[src/rtl/bcd_pkg.sv]
// Shared constants and state encoding for the BCD <-> binary converters.
package bcd_pkg;

  localparam int DIGITS     = 4;
  localparam int BCD_W      = 16;
  localparam int BIN_W      = 14;
  localparam int CONV_STEPS = 14;
  localparam int CNT_W      = 4;
  localparam int MAX_DEC    = 9999;

  typedef enum logic {
    ST_IDLE  = 1'b0,
    ST_SHIFT = 1'b1
  } state_e;

  // True when every nibble of a packed BCD word is a legal decimal digit.
  function automatic logic digits_valid(input logic [BCD_W-1:0] bcd);
    logic ok;
    ok = 1'b1;
    for (int i = 0; i < DIGITS; i++) begin
      if (bcd[4*i +: 4] > 4'd9) ok = 1'b0;
    end
    return ok;
  endfunction

endpackage

[src/rtl/bcd_digit_adjust.sv]
// Reverse double-dabble digit correction: a digit that reached 8 or more
// after the right shift held a carried-in half-ten, so take 3 back off.
module bcd_digit_adjust (
  input  logic [3:0] din,
  output logic [3:0] dout
);

  assign dout = (din >= 4'd8) ? din - 4'd3 : din;

endmodule

[src/rtl/bcd_to_bin.sv]
// Sequential 4-digit BCD to binary converter, one bit per clock (reverse
// double dabble). start/busy/done handshake, one conversion in flight.
module bcd_to_bin
  import bcd_pkg::*;
#(
  parameter int BITS = 14
) (
  input  logic            clk,
  input  logic            rst,
  input  logic            start,
  input  logic [3:0]      bcd_1000,
  input  logic [3:0]      bcd_100,
  input  logic [3:0]      bcd_10,
  input  logic [3:0]      bcd_1,
  output logic [BITS-1:0] value,
  output logic            busy,
  output logic            done,
  output logic            error,
  output logic            overflow
);

  // Smallest result that no longer fits in BITS.
  localparam logic [BIN_W:0] LIMIT = (BIN_W+1)'(1) << BITS;

  state_e            state_q, state_d;
  logic [BCD_W-1:0]  bcd_q, bcd_d;
  logic [BIN_W-1:0]  bin_q, bin_d;
  logic [CNT_W-1:0]  cnt_q, cnt_d;
  logic [BITS-1:0]   value_q, value_d;
  logic              done_q, done_d;
  logic              error_q, error_d;
  logic              overflow_q, overflow_d;

  logic [BCD_W-1:0]  req_bcd;
  logic [BCD_W-1:0]  bcd_shift;
  logic [BCD_W-1:0]  bcd_adj;
  logic [BIN_W-1:0]  bin_next;
  logic              bin_ovf;
  logic              last_step;

  assign req_bcd   = {bcd_1000, bcd_100, bcd_10, bcd_1};

  // One right shift of the combined {bcd, bin} register.
  assign bcd_shift = bcd_q >> 1;
  assign bin_next  = {bcd_q[0], bin_q[BIN_W-1:1]};
  assign bin_ovf   = {1'b0, bin_next} >= LIMIT;
  assign last_step = (cnt_q == CNT_W'(CONV_STEPS - 1));

  // Correct each shifted digit in the same cycle as the shift.
  for (genvar g = 0; g < DIGITS; g++) begin : g_adj
    bcd_digit_adjust u_adj (
      .din  (bcd_shift[4*g +: 4]),
      .dout (bcd_adj[4*g +: 4])
    );
  end

  // Next-state and datapath control.
  always_comb begin
    state_d    = state_q;
    bcd_d      = bcd_q;
    bin_d      = bin_q;
    cnt_d      = cnt_q;
    value_d    = value_q;
    done_d     = 1'b0;
    error_d    = error_q;
    overflow_d = overflow_q;
    case (state_q)
      ST_IDLE: begin
        if (start) begin
          if (digits_valid(req_bcd)) begin
            state_d    = ST_SHIFT;
            bcd_d      = req_bcd;
            bin_d      = '0;
            cnt_d      = '0;
            error_d    = 1'b0;
            overflow_d = 1'b0;
          end else begin
            // Rejected request still completes, so the requester sees done.
            error_d    = 1'b1;
            overflow_d = 1'b0;
            done_d     = 1'b1;
          end
        end
      end
      ST_SHIFT: begin
        bcd_d = bcd_adj;
        bin_d = bin_next;
        if (last_step) begin
          state_d    = ST_IDLE;
          cnt_d      = '0;
          value_d    = bin_next[BITS-1:0];
          overflow_d = bin_ovf;
          done_d     = 1'b1;
        end else begin
          cnt_d = cnt_q + 1'b1;
        end
      end
      default: state_d = ST_IDLE;
    endcase
  end

  // State and output registers; reset aborts any conversion in flight.
  always_ff @(posedge clk or posedge rst) begin
    if (rst) begin
      state_q    <= ST_IDLE;
      bcd_q      <= '0;
      bin_q      <= '0;
      cnt_q      <= '0;
      value_q    <= '0;
      done_q     <= 1'b0;
      error_q    <= 1'b0;
      overflow_q <= 1'b0;
    end else begin
      state_q    <= state_d;
      bcd_q      <= bcd_d;
      bin_q      <= bin_d;
      cnt_q      <= cnt_d;
      value_q    <= value_d;
      done_q     <= done_d;
      error_q    <= error_d;
      overflow_q <= overflow_d;
    end
  end

  assign value    = value_q;
  assign busy     = (state_q == ST_SHIFT);
  assign done     = done_q;
  assign error    = error_q;
  assign overflow = overflow_q;

endmodule

[config.mk]
export PLATFORM = sky130hd
export DESIGN_NAME = bcd_to_bin
export DESIGN_NICKNAME = d
export VERILOG_FILES = /design/src/rtl/bcd_pkg.sv /design/src/rtl/bcd_digit_adjust.sv /design/src/rtl/bcd_to_bin.sv
export SDC_FILE = /design/constraint.sdc
export NUM_CORES = 1
export LEC_CHECK = 0
export CAP_MARGIN = 0
export CORE_AREA = 5 5 69 71
export CTS_BUF_LIST = sky130_fd_sc_hd__clkbuf_8
export DETAILED_ROUTE_END_ITERATION = 7
export DIE_AREA = 0 0 74 76
export GPL_TIMING_DRIVEN = 0
export PLACE_DENSITY = 0.86
export SYNTH_ARGS = -nofsm -noshare
export SYNTH_HDL_FRONTEND = slang
export SYNTH_HIERARCHICAL = 1
export SYNTH_SLANG_ARGS = --single-unit
[constraint.sdc]
create_clock -name clk -period 3 [get_ports clk]
set_input_delay 0.75 -clock clk [delete_from_list [all_inputs] [get_ports clk]]
set_output_delay 0.75 -clock clk [all_outputs]
set_load 0.01 [all_outputs]
==> results.sh <==
export IMPL_status="finished, final reports clean"
export IMPL_cts_buffers=5
export IMPL_antenna_left=0
export IMPL_final_cell_mix="dfrtp_1 (50), clkdlybuf4s50_1 (35), and2_1 (16), a221o_1 (16)"
export IMPL_cp_end_kind="flip-flop"
export IMPL_clk_pin_slew_ps=90
export IMPL_post_cts_resized=0
export IMPL_diodes=0
export IMPL_min_period_ps=2200
export IMPL_dieArea_um2=5624
export IMPL_grt_ovfl_total=0
export IMPL_cp_startpoint="bcd_1000[2]"
export IMPL_startpoint_type="input port"
export IMPL_num_rows=24
export IMPL_core_area_um2=4174
export IMPL_rr_worst_depth=4
export IMPL_grt_busiest_layer="met2"
export IMPL_drv_cap=0
export IMPL_min_path_cells=1
export IMPL_grtUsageMet1_pct=26.24
export IMPL_area_sequential_um2=1251
export IMPL_dieHeight_um=76
export IMPL_synth_top_family_by_area="compound AO/OA/AOI/OAI gates"
export IMPL_htreeDepth=2
export IMPL_drtIter0Drc=123
export IMPL_hpwl_um=3308
export IMPL_multi_input_area_um2=1020
export IMPL_numPlacedInstances=289
export IMPL_syn_to_final_growth_pct=23.75
export IMPL_synthArstFlopShare_pct=100.0
export IMPL_synth_fa_ha_area_share_pct=5.302
export IMPL_setup_tns_ps=0
export IMPL_crit_fanout=10
export IMPL_min_path_type="reg2reg"
export IMPL_cts_setup_buffers=0
export IMPL_path_class="in2reg"
export IMPL_r2r_start="cnt_q[0]$_DFFE_PP0P_"
export IMPL_ys_seq_elements=50
export IMPL_clkLatencyLatePin_ps=300
export IMPL_nets=273
export IMPL_synth_cell_types=30
export IMPL_drt_total_wl_um=4787
export IMPL_wl_per_cell_um=16.12
export IMPL_critical_path_arrival_ps=2390
export IMPL_fmax_mhz=454.6
export IMPL_final_cells=297
export IMPL_hold_start="value[6]$_DFFE_PP0P_"
export IMPL_dr_pass1_iters=4
export IMPL_synth_seq_area_share_pct=53.02
export IMPL_finalCritPeriodShare_pct=73.32
export IMPL_postSynthAreaPerCell_um2=12.04
export IMPL_synthSimpleGateAreaFrac_pct=10.07
export IMPL_cts_root_buf="clkbuf_8"
export IMPL_initial_utilization_pct=56.53
export IMPL_p_leak_nw=1.383
export IMPL_cts_tree="yes"
export IMPL_antenna_found_initial=0
export IMPL_cp_required_ps=3190
export IMPL_worst_clock_skew_ps=4.822
export IMPL_fillers=293
export IMPL_synth_xor_area_share_pct=2.969
export IMPL_irDropWorstVdd_mv=0.5263
export IMPL_num_io_pins=37
export IMPL_ctsLongestPathBuffers=2
export IMPL_ys_flop_type="dfrtp_1"
export IMPL_power_mw=2.909
export IMPL_layout_commonest_cell="dfrtp_1"
export IMPL_synth_compound_area_share_pct=16.81
export IMPL_gp_congestion=0.8198
export IMPL_grt_use_total_pct=18.98
export IMPL_post_route_drc_count=0
export IMPL_hold_viol=0
export IMPL_grt_pass1_wl_um=8300
export IMPL_setup_violations=0
export IMPL_drive_above_1_share_pct=13.47
export IMPL_met2_usage_pct=29.70
export IMPL_synth_edf_count=0
export IMPL_grt_max_degree=42
export IMPL_maxSlewViolCount=0
export IMPL_muxShareOfSynthArea_pct=7.105
export IMPL_synth_area_um2=2360
export IMPL_cts_sinks=50
export IMPL_met3_usage_pct=4.222
export IMPL_rsz0062_at_grt="no"
export IMPL_grt_pass1_vias=1719
export IMPL_io_buffers=35
export IMPL_post_drt_via_cell_ratio=5.515
export IMPL_syn_inst=196
export IMPL_ys_warn_count=6
export IMPL_die_x_um=74
export IMPL_power_density_nw_per_um2=996.0
export IMPL_hold_buffers=0
export IMPL_vias=1638
synthesized netlist by cell type, types with 2 or more instances:
cell | n | area [um^2]
dfrtp_1 | 50 | 1251
a221o_1 | 16 | 160.2
and2_1 | 16 | 100.1
a22o_1 | 14 | 122.6
mux2_2 | 14 | 157.7
inv_1 | 11 | 41.29
ha_1 | 10 | 125.1
nand2_1 | 9 | 33.78
o21ai_0 | 9 | 45.04
a21oi_1 | 6 | 30.03
buf_2 | 5 | 25.02
nand2b_1 | 5 | 31.28
nor2b_1 | 5 | 31.28
xnor2_1 | 4 | 35.03
xor2_1 | 4 | 35.03
clkbuf_1 | 3 | 11.26
buf_6 | 2 | 22.52
layer usage:
| layer | share of wire (%) | vias to the layer above |
|---|---|---|
| met5 | 0 | - |
| met4 | 1.3 | 0 |
| met3 | 4.3 | 5 |
| met2 | 50 | 42 |
| met1 | 45 | 810 |
| li1 | - | 781 |
state kept, by name, summed over array words and instances, names as in the netlist:
| register | count |
|---|---|
| value | 14 |
| done | 1 |
| busy | 1 |
| cnt_q | 4 |
| error | 1 |
| bin_q | 13 |
| bcd_q | 16 |
critical path: stages:
cell and delay, ps:
clkdlybuf4s50_1 440, o21ai_0 250, and4_4 270, a21oi_2 90, buf_2 200, a221o_1 380
layout make-up:
type | count | area share (%)
sequential | 50 | 42.84
inverter | 11 | 1.414
tap | 52 | 2.228
clock inverter | 3 | 1.285
timing repair buffer | 36 | 12.68
clock buffer | 5 | 2.356
buffer | 11 | 2.271
multi-input combinational | 129 | 34.92
power by group:
group | internal, mW | switching [mW] | leakage, nW | total, mW
registers | 0.959 | 0.270 | 0.644 | 1.23
clock network | 0.243 | 0.215 | 0.0607 | 0.457
logic | 0.690 | 0.532 | 0.677 | 1.22
total | 1.89 | 1.02 | 1.38 | 2.91
metrics by stage:
step	instance area [um^2]	hold slack (ps)	setup slack, ps	util (%)
floorplan	2379	462.2	1049	-
global placement	2794	487.2	192.5	66.94
detailed placement	2814	493.8	470.5	67.42
CTS	2920	513.1	797.7	69.96
global route	2920	529.5	696.6	69.96
finish	2920	510.6	800.3	69.96
cell families (layout without fill, tap and decap cells):
group / after synthesis / count (layout)
buffers and inverters: 22 / 66
flip-flops: 50 / 50
adder cells (fa/ha/maj): 10 / 10
other: 1 / 6
XOR/XNOR: 8 / 8
multiplexers: 15 / 15
AO/OA/AOI/OAI: 50 / 50
AND/OR/NAND/NOR: 40 / 40
path summary, 6_finish.rpt:
check	endpoint	slack [ps]
worst max-delay path	bcd_q[6]$_DFFE_PP0P_	800
worst max register to register	value[1]$_DFFE_PP0P_	1290
worst min-delay path	value[6]$_DFFE_PP0P_	510
min in group asynchronous	bcd_q[13]$_DFFE_PP0P_	670
worst min register to register	value[6]$_DFFE_PP0P_	510
max in group asynchronous	value[5]$_DFFE_PP0P_	1840
No activity file was read; power rests on OpenSTA's default activity.
